===== src/rtl/seq_mul_nxm.sv =====
// Radix-2 shift-add N x M multiplier with a start/done handshake.
// Signed operands run as magnitudes, and the sign is applied in FIN.
module seq_mul_nxm #(
  parameter int unsigned N = 8,
  parameter int unsigned M = 8
) (
  input  logic             clk,
  input  logic             rst,
  input  logic             start,
  input  logic             signed_mode,
  input  logic [N-1:0]     a,
  input  logic [M-1:0]     b,
  output logic             busy,
  output logic             done,
  output logic [N+M-1:0]   p
);

  localparam int unsigned W  = N + M;
  localparam int unsigned CW = $clog2(M);

  typedef enum logic [1:0] {IDLE, CALC, FIN} state_t;

  state_t          state_q, state_d;
  logic [N-1:0]    mcand_q, mcand_d;
  logic [M-1:0]    mplier_q, mplier_d;
  logic            neg_q, neg_d;
  logic [W-1:0]    acc_q, acc_d;
  logic [CW-1:0]   cnt_q, cnt_d;
  logic            busy_q, busy_d;
  logic            done_q, done_d;
  logic [W-1:0]    p_q, p_d;
  logic [N-1:0]    a_mag;
  logic [M-1:0]    b_mag;

  // State and datapath registers
  always_ff @(posedge clk) begin
    if (rst) begin
      state_q  <= IDLE;
      mcand_q  <= '0;
      mplier_q <= '0;
      neg_q    <= 1'b0;
      acc_q    <= '0;
      cnt_q    <= '0;
      busy_q   <= 1'b0;
      done_q   <= 1'b0;
      p_q      <= '0;
    end else begin
      state_q  <= state_d;
      mcand_q  <= mcand_d;
      mplier_q <= mplier_d;
      neg_q    <= neg_d;
      acc_q    <= acc_d;
      cnt_q    <= cnt_d;
      busy_q   <= busy_d;
      done_q   <= done_d;
      p_q      <= p_d;
    end
  end

  // Next-state logic
  always_comb begin
    state_d = state_q;
    case (state_q)
      IDLE:    if (start) state_d = CALC;
      CALC:    if (cnt_q == CW'(M - 1)) state_d = FIN;
      FIN:     state_d = IDLE;
      default: state_d = IDLE;
    endcase
  end

  // Datapath and output next values
  always_comb begin
    mcand_d  = mcand_q;
    mplier_d = mplier_q;
    neg_d    = neg_q;
    acc_d    = acc_q;
    cnt_d    = cnt_q;
    p_d      = p_q;
    done_d   = 1'b0;
    busy_d   = (state_d != IDLE);
    a_mag    = a[N-1] ? ((~a) + N'(1)) : a;
    b_mag    = b[M-1] ? ((~b) + M'(1)) : b;
    case (state_q)
      IDLE: begin
        if (start) begin
          mcand_d  = signed_mode ? a_mag : a;
          mplier_d = signed_mode ? b_mag : b;
          neg_d    = signed_mode & (a[N-1] ^ b[M-1]);
          acc_d    = '0;
          cnt_d    = '0;
        end
      end
      CALC: begin
        if (mplier_q[0]) acc_d = acc_q + (W'(mcand_q) << cnt_q);
        mplier_d = mplier_q >> 1;
        cnt_d    = cnt_q + CW'(1);
      end
      FIN: begin
        p_d    = neg_q ? ((~acc_q) + W'(1)) : acc_q;
        done_d = 1'b1;
      end
      default: ;
    endcase
  end

  assign busy = busy_q;
  assign done = done_q;
  assign p    = p_q;

endmodule


===== config.mk =====
export PLATFORM = sky130hd
export DESIGN_NAME = seq_mul_nxm
export DESIGN_NICKNAME = d
export VERILOG_FILES = /design/src/rtl/seq_mul_nxm.sv
export SDC_FILE = /design/constraint.sdc
export NUM_CORES = 1
export LEC_CHECK = 0
export CAP_MARGIN = 5
export CELL_PAD_IN_SITES_DETAIL_PLACEMENT = 0
export CELL_PAD_IN_SITES_GLOBAL_PLACEMENT = 2
export CORE_MARGIN = 8
export CORE_UTILIZATION = 31
export DETAILED_ROUTE_END_ITERATION = 8
export PLACE_DENSITY_LB_ADDON = 0.1
export SLEW_MARGIN = 20
export SYNTH_ARGS = -nofsm -noshare
export SYNTH_HDL_FRONTEND = slang
export SYNTH_SLANG_ARGS = --single-unit

===== constraint.sdc =====
create_clock -name clk -period 3.3 [get_ports clk]
set_clock_uncertainty 0.2 [all_clocks]
set_input_delay 0.66 -clock clk [delete_from_list [all_inputs] [get_ports clk]]
set_output_delay 0.66 -clock clk [all_outputs]
set_load 0.01 [all_outputs]

==> flow_summary.yaml, run 1 <==
status:
  status: "finished clean"
grt:
  antenna_found_initial: 0
  overflow: 0
  first_global_vias: 2937
  grt_usage_pct: 12.7
  grt_pass1_wl_um: 15000
  grt_max_degree: 32
setup_path:
  cp.required_ns: 3.28
  arrival_ns: 3.00
  crit_path_end_kind: "register"
  r2r_slack_ns: 0.28
  critPathLaunchType: "register"
  crit_type: "reg -> reg"
  r2r_start: "cnt_q[1]$_SDFFE_PP0P_"
  cp-endpoint: "acc_q[13]$_SDFFE_PP0P_"
  cp-startpoint: "cnt_q[1]$_SDFFE_PP0P_"
  path_max_fanout: 6
  rr_worst_depth: 11
  timing.rr.end: "acc_q[13]$_SDFFE_PP0P_"
cts:
  cts_root_buf: "clkbuf_16"
  cts_tree: "done"
  cts_buffers: 5
  clock-sinks: 56
  cts_setup_buffers: 0
  htreeDepth: 2
  cts_hold_buf: 0
  post_cts_resized: 0
  path_clk_slew_ns: 0.08
  insertion_delay_ns: 0.30
  cts_buffer_depth: 2
finish:
  register_area_um2: 1120
  fillers: 1183
  layout.nets: 506
  area_delta_synth_final_pct: 20.0
  drive_above_1_share_pct: 8.15
  diodes: 0
  postLayoutCellArea_um2: 4200
  utilization_pct: 37.4
  multiInputGateArea_um2: 2240
placed_design:
  hpwl_um: 7320
  gp_congestion: 0.895
  io_buffers: 37
  place_area_um2: 4050
route:
  wl_per_cell_um: 15.2
  drc: 0
  routed_wl_um: 9240
  ant_nets: 0
  dr.first_iter.drc_count: 167
  vias: 3100
  via_per_inst: 5.09
  dr.pass1.iters: 4
power_and_ir_drop:
  p_int_mw: 1.08
  pwr-share-seq_pct: 48.3
  power_density_nw_per_um2: 354
  clockPowerShare_pct: 37.1
  switching_share_pct: 27.6
  pwr-share-comb_pct: 14.6
  vdd_ir_drop_max_mv: 0.193
  power.leakage_nw: 1.60
  p_sw_mw: 0.410
synth:
  syn_area_um2: 3500
  synth_async_sr_flop_share_pct: 0
  ys_types: 54
  ys.flop_type: "dfxtp_1"
  yosys.cell_count.top_type: "nor2_1"
  yosys-top-cells-count: "58 x nor2_1, 56 x dfxtp_1, 41 x nand2_1, 25 x xor2_1, 24 x a21oi_1"
  syn_inst: 432
  yosysWarnings: 0
  yosysTopAreaCell: "dfxtp_1"
  synth_nets: 473
  ys_ff_latch: 56
  synth_top_cell_area_share_pct: 32.0
  synth-edff-count: 0
  avgSynthCellArea_um2: 8.10
  seq_area_frac_synth_pct: 32.0
  synth.area.top_cells: "dfxtp_1 32%, ha_1 7.1%, xor2_1 6.3%"
sta:
  hold_violations: 0
  finalMaxSlewViolations: 0
  fin_crit_ns: 3.02
  slew_headroom_pct: 45.7
  finalSetupTns_ns: 0
  tightest_slew_ns: 0.812
  rsz0062_at_grt: "false"
  min_period_over_period_pct: 91.5
  setup_viol: 0
  timing.fmax_ghz: 0.331
flow_run:
  maxCapViolCount: 0
die:
  die_w_um: 122
  fp.coreArea_um2: 11200
  io_pins: 38
  core.rowCount: 39
  start_util_pct: 31.2
  die_area_um2: 15000
  die_y_um: 122
min_path:
  min-delay-path-class: "reg -> reg"
[worst min path at each step]
| stage | startpoint | end | slack [ns] | depth (start not counted) |
|---|---|---|---|---|
| final | p[2]$_SDFFE_PP0P_ | p[2]$_SDFFE_PP0P_ | 0.30 | 2 |
| after floorplan | mplier_q[7]$_SDFFE_PP0P_ | mplier_q[7]$_SDFFE_PP0P_ | 0.25 | 2 |
| after global placement | p[0]$_SDFFE_PP0P_ | p[0]$_SDFFE_PP0P_ | 0.28 | 2 |
| after global routing | mplier_q[7]$_SDFFE_PP0P_ | mplier_q[7]$_SDFFE_PP0P_ | 0.32 | 2 |
| after CTS | mcand_q[7]$_SDFFE_PP0P_ | mcand_q[7]$_SDFFE_PP0P_ | 0.30 | 2 |
| after detailed placement | mplier_q[7]$_SDFFE_PP0P_ | mplier_q[7]$_SDFFE_PP0P_ | 0.29 | 2 |
[state kept, by name, indices dropped and copies added (netlist names)]
signal	flops
cnt_q	3
neg_q	1
state_q	2
mcand_q	8
acc_q	16
done	1
mplier_q	8
p	16
busy	1
[worst max-delay path, cell delays in order, from the launching register on]
cell and delay [ns]:
dfxtp_2 0.36, buf_4 0.16, buf_4 0.15, or3_1 0.42, inv_1 0.08, ha_1 0.22
a21oi_1 0.26, o21ai_0 0.20, a2111oi_1 0.46, o21ai_0 0.18, xnor2_1 0.14, o21ai_0 0.08
[layout by cell type (no fill, tap or decap), drive strengths merged, types with 2 or more instances in the layout]
cell type	synthesis	final
nor2	58	58
dfxtp	56	56
nand2	41	41
clkdlybuf4s50	0	36
xor2	25	25
a21oi	24	24
o21ai	22	22
a211oi	21	21
ha	20	20
inv	15	16
buf	2	13
mux2i	12	12
nor3	10	10
xnor2	10	10
nand3	7	7
mux2	6	6
o22ai	6	6
a222oi	6	6
a21o	5	5
a31oi	5	5
clkbuf	21	5
or3	4	4
nor2b	4	4
a32oi	4	4
o31ai	4	4
and2	3	3
and3	3	3
a311oi	3	3
a22oi	3	3
nor4	3	3
or2	3	3
nand2b	2	2
o21a	2	2
nand3b	2	2
or4	2	2
o41ai	2	2
or3b	2	2
[kinds of logic after synthesis]
logic type / Yosys count / share of synthesized area [%]
AO/OA/AOI/OAI: 117 / 22.7
buffers and inverters: 38 / 4.07
adder cells (fa/ha/maj): 21 / 7.72
XOR/XNOR: 35 / 8.76
multiplexers: 18 / 5.36
AND/OR/NAND/NOR: 147 / 19.4
flip-flops: 56 / 32.0
[final cells by class]
class                           count  area share [%]
Tap cell                          143            4.26
Sequential cell                    56            26.7
Clock inverter                      3           0.506
Multi-Input combinational cell    338            53.3
Inverter                           15            1.34
Clock buffer                        5            2.98
Timing Repair Buffer               49            10.8
[stage by stage]
step | hold slack, ns | setup WS (ns) | power (mW) | cells
after floorplan | 0.255 | 0.196 | 0.869 | 432
after global placement | 0.277 | 0.0261 | 0.954 | 601
after detailed placement | 0.286 | 0.0367 | 0.953 | 601
after CTS | 0.300 | 0.0480 | 1.52 | 609
after global routing | 0.325 | 0.0186 | 1.57 | 609
final | 0.295 | 0.280 | 1.49 | 609
[power by group through the flow]
stage	clock network (mW)	registers, mW	logic, mW
6_report	0.551	0.718	0.218
5_1_grt	0.601	0.721	0.243
4_1_cts	0.579	0.718	0.221
3_5_place_dp	0	0.733	0.220
3_3_place_gp	0	0.733	0.221
2_1_floorplan	0	0.721	0.148
[metal layers]
layer	share of wire [%]	GRT usage [%]
met5	0	0
met4	2.0	5.10
met3	3.9	2.48
met2	43	19.5
met1	51	17.1
(Power assumes the default switching activity.)
==> run 2: changes to the inputs <==
--- a/config.mk
+++ b/config.mk
@@ -8,6 +8,7 @@
 export CAP_MARGIN = 5
 export CELL_PAD_IN_SITES_DETAIL_PLACEMENT = 0
 export CELL_PAD_IN_SITES_GLOBAL_PLACEMENT = 2
+export CORE_ASPECT_RATIO = 0.7
 export CORE_MARGIN = 8
 export CORE_UTILIZATION = 31
 export DETAILED_ROUTE_END_ITERATION = 8
==> constraint.sdc (replaced) <==
create_clock -name clk -period 3.3 [get_ports clk]
set_clock_uncertainty 0.2 [all_clocks]
set_input_delay 0.33 -clock clk [delete_from_list [all_inputs] [get_ports clk]]
set_output_delay 0.33 -clock clk [all_outputs]
set_load 0.01 [all_outputs]
==> flow_summary.yaml, run 2 (synthesized netlist as in run 1, its figures left out) <==
finish:
  utilization_pct: 38.3
  layout_common_cells: "57 x nor2_1, 55 x dfxtp_1, 41 x nand2_1, 36 x clkdlybuf4s50_1, 25 x xor2_1"
  area_delta_synth_final_pct: 20.5
  postLayoutCellArea_um2: 4220
  final_common_cell: "nor2_1"
  drive_above_1_share_pct: 7.33
  diodes: 0
  layout.nets: 504
route:
  dr.pass1.iters: 5
  wl_per_cell_um: 15.4
  dr.first_iter.drc_count: 261
  ant_nets: 0
  routed_wl_um: 9530
  drc: 0
  via_per_inst: 5.02
  vias: 3099
sta:
  min_period_over_period_pct: 92.7
  tightest_slew_ns: 0.850
  finalMaxSlewViolations: 0
  hold_violations: 0
  fin_crit_ns: 3.06
  fin_ws_ns: 0.240
  setup_viol: 0
  slew_headroom_pct: 43.2
  timing.fmax_ghz: 0.327
placed_design:
  gp_congestion: 0.834
  place_area_um2: 4050
  io_buffers: 37
  pre_cts_ws_ns: 0.150
  hpwl_um: 7390
setup_path:
  arrival_ns: 3.03
  cp.required_ns: 3.27
  cp_num_buf_inv: 1
  cp_slowest_stage_delay_ns: 0.45
  path_max_fanout: 9
  critPathLaunchType: "register"
  slowest_stage: "a2111oi_1"
  crit_top_cell: "o21ai_0"
  crit_path_end_kind: "register"
  crit_family: "compound AO/OA/AOI/OAI gates"
  crit_type: "reg -> reg"
  cp_cell_sequence: "buf_4 -> mux2i_1 -> mux2_2 -> nor2_1 -> ha_1 -> a211oi_1 -> o21ai_0 -> a2111oi_1 -> o21ai_0 -> xnor2_1 -> o21ai_0"
power_and_ir_drop:
  p_int_mw: 1.15
  pwr-share-comb_pct: 14.2
  vdd_ir_drop_max_mv: 0.210
  switching_share_pct: 26.1
  clockPowerShare_pct: 40.0
  power_density_nw_per_um2: 370
  p_sw_mw: 0.408
  pwr-share-seq_pct: 45.8
  power.leakage_nw: 1.60
die:
  io_pins: 38
  core.rowCount: 32
  die_w_um: 143
  die_area_um2: 15000
  fp.coreArea_um2: 11000
  die_y_um: 105
  start_util_pct: 31.8
cts:
  cts_buffer_depth: 2
  htreeDepth: 2
  insertion_delay_ns: 0.30
  clock-sinks: 56
  cts_buffers: 5
  cts_tree: "done"
  path_clk_slew_ns: 0.08
  cts_root_buf: "clkbuf_16"
  cts_hold_buf: 0
grt:
  grt_pass1_wl_um: 15600
  overflow: 0
  grt_usage_pct: 12.9
  antenna_found_initial: 0
  first_global_vias: 2913
  grt_max_degree: 40
status:
  status: "finished clean"
flow_run:
  maxCapViolCount: 0
min_path:
  min-delay-path-class: "in -> reg"
==> run 2: changes by cell type in the layout (fill, tap and decap cells not counted) <==
| cell | before | now |
|---|---|---|
| buf_4 | 12 | 10 |
| bufinv_16 | 0 | 1 |
| clkbuf_1 | 0 | 1 |
| clkinv_2 | 1 | 0 |
| clkinvlp_4 | 1 | 0 |
| dfxtp_1 | 54 | 55 |
| dfxtp_2 | 2 | 1 |
==> run 2: power groups by stage <==
stage          Sequential [mW]  Clock (mW)  Combinational, mW
2_1_floorplan            0.721           0              0.148
3_3_place_gp             0.731           0              0.222
3_5_place_dp             0.731           0              0.222
4_1_cts                  0.715       0.652              0.223
5_1_grt                  0.719       0.673              0.248
6_report                 0.715       0.624              0.223
==> run 2: layout make-up <==
| type | instances | area, um^2 |
|---|---|---|
| flip-flops and latches | 56 | 1120 |
| fillers | 1138 | 6790 |
| well taps | 153 | 191 |
| clock inverters | 2 | 38.8 |
| repair buffers | 47 | 440 |
| clock buffers | 6 | 129 |
| multi-input cells | 338 | 2240 |
| inverters | 15 | 56.3 |
==> run 2: through the flow <==
step / std cells / hold slack [ns] / power (mW) / TNS, ns
floorplan: 432 / 0.255 / 0.869 / 0
global placement: 609 / 0.277 / 0.953 / 0
detailed placement: 609 / 0.287 / 0.953 / 0
CTS: 617 / 0.163 / 1.59 / 0
global route: 617 / 0.180 / 1.64 / -0.0640
finish: 617 / 0.178 / 1.56 / 0
==> run 2: what timing repair did <==
action / 4_1_cts / 5_1_grt
buffers inserted: 0 / 0
endpoints found under the setup margin: 0 / 4
gates resized for setup: 0 / 2
==> run 2: path summary, 6_finish.rpt <==
kind	cells after the start	endpoint	slack [ns]	from
worst min register to register	2	mplier_q[7]$_SDFFE_PP0P_	0.30	mplier_q[7]$_SDFFE_PP0P_
worst max-delay path	11	acc_q[13]$_SDFFE_PP0P_	0.24	cnt_q[1]$_SDFFE_PP0P_
worst max register to register	11	acc_q[13]$_SDFFE_PP0P_	0.24	cnt_q[1]$_SDFFE_PP0P_
worst min-delay path	2	acc_q[2]$_SDFFE_PP0P_	0.18	rst
==> run 2: metal layers <==
metal / global-route usage [%] / share of wire, %
met1: 20.2 / 57
met2: 17.2 / 38
met3: 2.41 / 3.8
met4: 2.95 / 0.85
met5: 0 / 0
==> run 3: changes to the inputs <==
--- a/config.mk
+++ b/config.mk
@@ -12,6 +12,7 @@
 export CORE_MARGIN = 8
 export CORE_UTILIZATION = 31
 export DETAILED_ROUTE_END_ITERATION = 8
+export GPL_ROUTABILITY_DRIVEN = 0
 export PLACE_DENSITY_LB_ADDON = 0.1
 export SLEW_MARGIN = 20
 export SYNTH_ARGS = -nofsm -noshare
==> results of run 3 <==
No change in the layout: final DEF, timing and power equal those of run 2.
